File: config.mk
export PLATFORM = sky130hd
export DESIGN_NAME = decryption_dispatcher
export DESIGN_NICKNAME = d
export VERILOG_FILES = /design/src/rtl/decryption_dispatcher.sv
export SDC_FILE = /design/constraint.sdc
export NUM_CORES = 1
export LEC_CHECK = 0
export CAP_MARGIN = 10
export CORE_UTILIZATION = 35
export DETAILED_ROUTE_END_ITERATION = 10
export HOLD_SLACK_MARGIN = 0.05
export PLACE_DENSITY_LB_ADDON = 0.3
export SYNTH_ARGS = -nofsm -noshare
export SYNTH_HDL_FRONTEND = slang
export SYNTH_SLANG_ARGS = --single-unit
File: constraint.sdc
create_clock -name clk -period 1.68 [get_ports clk]
set_input_delay 0.252 -clock clk [delete_from_list [all_inputs] [get_ports clk]]
set_output_delay 0.252 -clock clk [all_outputs]
set_load 0.01 [all_outputs]
File: src/rtl/decryption_dispatcher.sv
// Shares one upstream character stream among several decryption engines: latches the engine
// on the first char of a message, forwards the message, then muxes that engine's output back.
module decryption_dispatcher #(
  parameter int                 D_WIDTH                = 8,
  parameter int                 NOF_ENGINES            = 3,
  parameter int                 SEL_WIDTH              = 2,
  parameter int                 MAX_NOF_CHARS          = 50,
  parameter logic [D_WIDTH-1:0] START_DECRYPTION_TOKEN = D_WIDTH'(8'hFA),
  parameter int                 BUSY_TIMEOUT           = 4
) (
  input  logic                           clk,
  input  logic                           rst_n,
  input  logic [D_WIDTH-1:0]             data_i,
  input  logic                           valid_i,
  input  logic [SEL_WIDTH-1:0]           sel_i,
  output logic                           busy_o,
  output logic                           err_o,
  output logic [D_WIDTH-1:0]             eng_data_o,
  output logic [NOF_ENGINES-1:0]         eng_valid_o,
  input  logic [NOF_ENGINES-1:0]         eng_busy_i,
  input  logic [NOF_ENGINES*D_WIDTH-1:0] eng_data_i,
  input  logic [NOF_ENGINES-1:0]         eng_valid_i,
  output logic [D_WIDTH-1:0]             data_o,
  output logic                           valid_o
);

  localparam int CNT_W = $clog2(MAX_NOF_CHARS + 1);
  localparam int TMR_W = (BUSY_TIMEOUT > 0) ? $clog2(BUSY_TIMEOUT + 1) : 1;

  localparam logic [CNT_W-1:0]   CNT_MAX = CNT_W'(MAX_NOF_CHARS);
  localparam logic [TMR_W-1:0]   TMR_MAX = TMR_W'(BUSY_TIMEOUT);
  localparam logic [SEL_WIDTH:0] NOF_ENG = (SEL_WIDTH + 1)'(NOF_ENGINES);

  typedef enum logic [1:0] {
    S_IDLE,
    S_LOAD,
    S_WAIT,
    S_RUN
  } state_t;

  state_t               state, state_d;
  logic [SEL_WIDTH-1:0] cur_sel, cur_sel_d;
  logic [CNT_W-1:0]     cnt, cnt_d;
  logic [TMR_W-1:0]     timer, timer_d;

  logic                   tok_p0;
  logic                   fwd_vld_p0;
  logic [NOF_ENGINES-1:0] fwd_oh_p0;
  logic                   err_p0;
  logic                   busy_p0;
  logic                   sel_busy_p0;
  logic                   sel_vld_p0;
  logic [D_WIDTH-1:0]     sel_data_p0;
  logic                   ret_vld_p0;
  logic [D_WIDTH-1:0]     ret_data_p0;

  // Saturating timer increment: holds at the timeout value instead of wrapping.
  function automatic logic [TMR_W-1:0] sat_inc_tmr(input logic [TMR_W-1:0] t);
    if (t >= TMR_MAX) begin
      return TMR_MAX;
    end
    return t + TMR_W'(1);
  endfunction

  // Count of chars stored so far, clipped to the engine buffer depth.
  function automatic logic [CNT_W-1:0] sat_inc_cnt(input logic [CNT_W-1:0] c);
    if (c >= CNT_MAX) begin
      return CNT_MAX;
    end
    return c + CNT_W'(1);
  endfunction

  // Stage p0: pick the latched engine's handshake and return data.
  always_comb begin
    sel_busy_p0 = 1'b0;
    sel_vld_p0  = 1'b0;
    sel_data_p0 = '0;
    for (int k = 0; k < NOF_ENGINES; k++) begin
      if (cur_sel == SEL_WIDTH'(k)) begin
        sel_busy_p0 = eng_busy_i[k];
        sel_vld_p0  = eng_valid_i[k];
        sel_data_p0 = eng_data_i[k*D_WIDTH +: D_WIDTH];
      end
    end
  end

  always_comb begin
    state_d    = state;
    cur_sel_d  = cur_sel;
    cnt_d      = cnt;
    timer_d    = '0;
    fwd_vld_p0 = 1'b0;
    err_p0     = 1'b0;
    tok_p0     = (data_i == START_DECRYPTION_TOKEN);

    case (state)
      S_IDLE: begin
        if (valid_i) begin
          if ({1'b0, sel_i} >= NOF_ENG) begin
            err_p0 = 1'b1;
          end else begin
            cur_sel_d  = sel_i;
            fwd_vld_p0 = 1'b1;
            if (tok_p0) begin
              state_d = S_WAIT;
            end else begin
              cnt_d   = CNT_W'(1);
              state_d = S_LOAD;
            end
          end
        end
      end

      S_LOAD: begin
        if (valid_i) begin
          if (tok_p0) begin
            fwd_vld_p0 = 1'b1;
            state_d    = S_WAIT;
          end else if (cnt < CNT_MAX) begin
            fwd_vld_p0 = 1'b1;
            cnt_d      = sat_inc_cnt(cnt);
          end else begin
            err_p0 = 1'b1;
          end
        end
      end

      S_WAIT: begin
        err_p0 = valid_i;
        if (sel_busy_p0) begin
          state_d = S_RUN;
        end else if (timer >= TMR_MAX) begin
          err_p0  = 1'b1;
          state_d = S_IDLE;
        end else begin
          timer_d = sat_inc_tmr(timer);
        end
      end

      S_RUN: begin
        err_p0 = valid_i;
        if (!sel_busy_p0) begin
          state_d = S_IDLE;
        end
      end

      default: begin
        state_d = S_IDLE;
      end
    endcase
  end

  always_comb begin
    fwd_oh_p0 = '0;
    for (int k = 0; k < NOF_ENGINES; k++) begin
      if (cur_sel_d == SEL_WIDTH'(k)) begin
        fwd_oh_p0[k] = fwd_vld_p0;
      end
    end
  end

  // Return path only listens while the engine is running; output is zeroed when not valid.
  assign ret_vld_p0  = (state == S_RUN) && sel_vld_p0;
  assign ret_data_p0 = ret_vld_p0 ? sel_data_p0 : '0;
  assign busy_p0     = (state_d == S_WAIT) || (state_d == S_RUN);

  always_ff @(posedge clk) begin
    if (!rst_n) begin
      state   <= S_IDLE;
      cur_sel <= '0;
      cnt     <= '0;
      timer   <= '0;
    end else begin
      state   <= state_d;
      cur_sel <= cur_sel_d;
      cnt     <= cnt_d;
      timer   <= timer_d;
    end
  end

  // Stage p1: registered outputs, one cycle after the decision in p0.
  always_ff @(posedge clk) begin
    if (!rst_n) begin
      busy_o      <= 1'b0;
      err_o       <= 1'b0;
      eng_data_o  <= '0;
      eng_valid_o <= '0;
      data_o      <= '0;
      valid_o     <= 1'b0;
    end else begin
      busy_o      <= busy_p0;
      err_o       <= err_p0;
      eng_valid_o <= fwd_oh_p0;
      if (fwd_vld_p0) begin
        eng_data_o <= data_i;
      end
      data_o      <= ret_data_p0;
      valid_o     <= ret_vld_p0;
    end
  end

endmodule

==> impl_metrics.sql <==
INSERT INTO impl_metrics (metric_group, metric, value, unit) VALUES
('floorplanning', 'placement_row_count', '24', ''),
('drt', 'drc', '4', ''),
('drt', 'routed_wl', '4390', 'um'),
('yosys', 'post_synth_and_or_nand_nor_area_fraction', '25.4', '%'),
('clock_tree', 'worstSkewPairLatency', '290', 'ps'),
('clock_tree', 'clkTransAtPathRegs', '60', 'ps'),
('clock_tree', 'tritoncts.num_buffers', '5', ''),
('floorplanning', 'fp.dieH', '71.3', 'um'),
('floorplanning', 'initial_cell_density_of_the_core', '37.6', '%'),
('worst_setup_path', 'crit_path_end_kind', 'flip-flop', ''),
('worst_setup_path', 'worstPathRequired', '1840', 'ps'),
('pwr', 'powerDensity', '705', 'nW/um2'),
('drt', 'detail_route.iter0.violations', '36', ''),
('worst_hold_path', 'class_of_the_most_critical_hold_timing_path', 'flip-flop to flip-flop', ''),
('yosys', 'mappedNetlistArea', '1680', 'um2'),
('global_route', 'grt_pass1_vias', '1633', ''),
('timing', 'grt_setup_unrepaired', 'yes', ''),
('status', 'failing_checks', 'DRC', ''),
('placement', 'io_buffer_count', '64', ''),
('cells_and_area', 'layout.cells.most_common_list', 'clkdlybuf4s50_1, nand2_1, dfxtp_1', ''),
('clock_tree', 'clock_path_buffers', '2', ''),
('cells_and_area', 'instances_no_fill', '331', ''),
('yosys', 'post_synth_xor_area_fraction', '0', '%'),
('worst_setup_path', 'worst_setup_path_start_kind', 'input port', ''),
('drt', 'avgRoutedWirePerCell', '13.3', 'um'),
('job', 'drv.max_cap_violation_count', '0', ''),
('timing', 'fin_skew', '4.14', 'ps'),
('clock_tree', 'cts_tree', 'built', ''),
('yosys', 'synth.ff_latch_count', '35', ''),
('pwr', 'vdd_ir_drop_max', '0.336', 'mV'),
('drt', 'detailedRoute.firstPassIterationCount', '8', ''),
('status', 'run_status', 'finished, violations left', ''),
('timing', 'report.final.hold_viol_count', '0', ''),
('timing', 'transition_time_at_the_pin_with_the_least_slew_margin', '331', 'ps'),
('global_route', 'initial_antenna_violation_count', '0', ''),
('cells_and_area', 'finalNetCount', '325', ''),
('global_route', 'grt_pass1_wl', '7330', 'um'),
('global_route', 'global_route.overflow_total', '0', ''),
('yosys', 'combinational_family_with_the_most_area_after_synthesis', 'simple AND/OR/NAND/NOR gates', ''),
('floorplanning', 'core_area', '4470', 'um2'),
('timing', 'setup_viol', '0', ''),
('yosys', 'post_synth_inst_count', '189', ''),
('yosys', 'yosysWarningCount', '0', ''),
('yosys', 'synth.area.top_cells', 'dfxtp_1, mux2i_1, nand2_1', ''),
('timing', 'setup-tns-final', '0', 'ps'),
('worst_setup_path', 'path_max_fanout', '6', ''),
('worst_setup_path', 'criticalPathCategory', 'input port to flip-flop', ''),
('cells_and_area', 'num_antenna_cells', '0', ''),
('yosys', 'mappedNetlistNets', '236', ''),
('yosys', 'synth-main-ff-cell', 'dfxtp_1', ''),
('drt', 'vias_per_cell', '5.01', ''),
('cells_and_area', 'final_layout_size_suffix_gt1_share', '18.6', '%'),
('pwr', 'total_leakage_power', '1.05', 'nW'),
('timing', 'maxSlewViolCount', '0', ''),
('timing', 'final.min_clock_period', '1650', 'ps'),
('timing', 'slew_headroom', '77.8', '%'),
('cells_and_area', 'final_util', '60.3', '%'),
('yosys', 'proportion_of_synthesized_chip_area_in_sequential_cells', '41.6', '%'),
('yosys', 'synth.top_cell.area_share', '41.6', '%'),
('yosys', 'postSynth.asyncResetShare', '0', '%'),
('yosys', 'synth_compound_area_share', '14.4', '%'),
('placement', 'preCtsSetupSlack', '-355', 'ps'),
('yosys', 'post_synth_mux_area_share', '10.7', '%'),
('floorplanning', 'die_width', '71.3', 'um'),
('yosys', 'synth-edff-count', '0', ''),
('pwr', 'design_power_total', '1.90', 'mW'),
('global_route', 'grt_start_max_net_pins', '19', ''),
('timing', 'layout_setup_ws', '33.7', 'ps'),
('clock_tree', 'postCtsHoldBufs', '0', ''),
('placement', 'finalWeightedCongestion', '0.819', ''),
('yosys', 'synthDominantAreaCellType', 'dfxtp_1', '');
[sequential cells by signal, summed over array words and instances (netlist names)]
name and flops:
eng_data_o 8, cnt 6, busy_o 1, data_o 8, err_o 1, timer 3, state 2, cur_sel 2
valid_o 1, eng_valid_o 3
[worst paths after layout]
path                                       endpoint                start  cells after the start  slack, ps
worst max register to register  cnt[5]$_SDFFE_PN0P_  cnt[3]$_SDFFE_PN0P_                      4         40
worst max-delay path            cnt[2]$_SDFFE_PN0P_            data_i[2]                      7         30
worst min-delay path            timer[0]$_SDFF_PP0_  timer[0]$_SDFF_PP0_                      1        460
worst min register to register  timer[0]$_SDFF_PP0_  timer[0]$_SDFF_PP0_                      1        460
[synth_stat cells, types with 2 or more instances]
master    number
a311oi_1       2
mux2i_1       18
o21ai_0       10
clkbuf_1       5
o32ai_1        2
buf_2          2
a21oi_1        5
dfxtp_1       35
nor2_1        10
or2_2          3
a31oi_1        2
ha_1           4
and2b_1        2
or4_1          2
nand2_1       34
nor4b_1        4
inv_1          6
and4_1         2
o221a_1        2
and2_1         8
nand3_1        4
[where the power goes]
part / total, mW / leakage (nW) / internal, mW / switching, mW
logic: 0.364 / 0.716 / 0.223 / 0.140
clock network: 0.665 / 0.0515 / 0.374 / 0.291
registers: 0.872 / 0.285 / 0.855 / 0.0171
total: 1.90 / 1.05 / 1.45 / 0.448
[critical path, cell delays in order]
cell and delay (ps):
clkdlybuf4s50_1 470, nand4bb_1 190, o211ai_1 120, buf_4 170
buf_4 130, a311oi_1 330, o32ai_2 130
[kinds of logic after synthesis]
logic type / after synthesis
and+or+nand+nor: 81
muxes: 18
adders and majority gates: 4
DFF: 35
buffers and inverters: 17
AOI/OAI and AO/OA: 34
[cell type report]
| class | count | area (um2) |
|---|---|---|
| fillers | 388 | 1780 |
| flip-flops and latches | 35 | 703 |
| clock buffers | 8 | 100 |
| repair buffers | 92 | 855 |
| inverters | 7 | 26.3 |
| multi-input cells | 137 | 947 |
| well taps | 52 | 65.1 |
[per-layer routing]
layer  share of wire, %  vias to the layer above  wire, um  GRT usage (%)
li1                   -                      846         -              -
met1                 46                      757      2010           23.1
met2                 48                       46      2100           29.9
met3                5.1                        8       222           4.78
met4                1.4                        0        60           5.78
met5                  0                        -         0              0
[timing repair]
action                     CTS  global route
resized for setup            1            10
pin swaps                    1             0
cloned                       0             0
buffers inserted             1             0
setup endpoints to repair    6            15
[stage by stage]
stage / hold WS, ps / area, um2
after floorplan: 394 / 1680
after global placement: 426 / 2530
after detailed placement: 446 / 2530
after CTS: 457 / 2650
after global routing: 489 / 2700
final: 457 / 2700
Note: power is estimated with default switching activity, not from simulation.
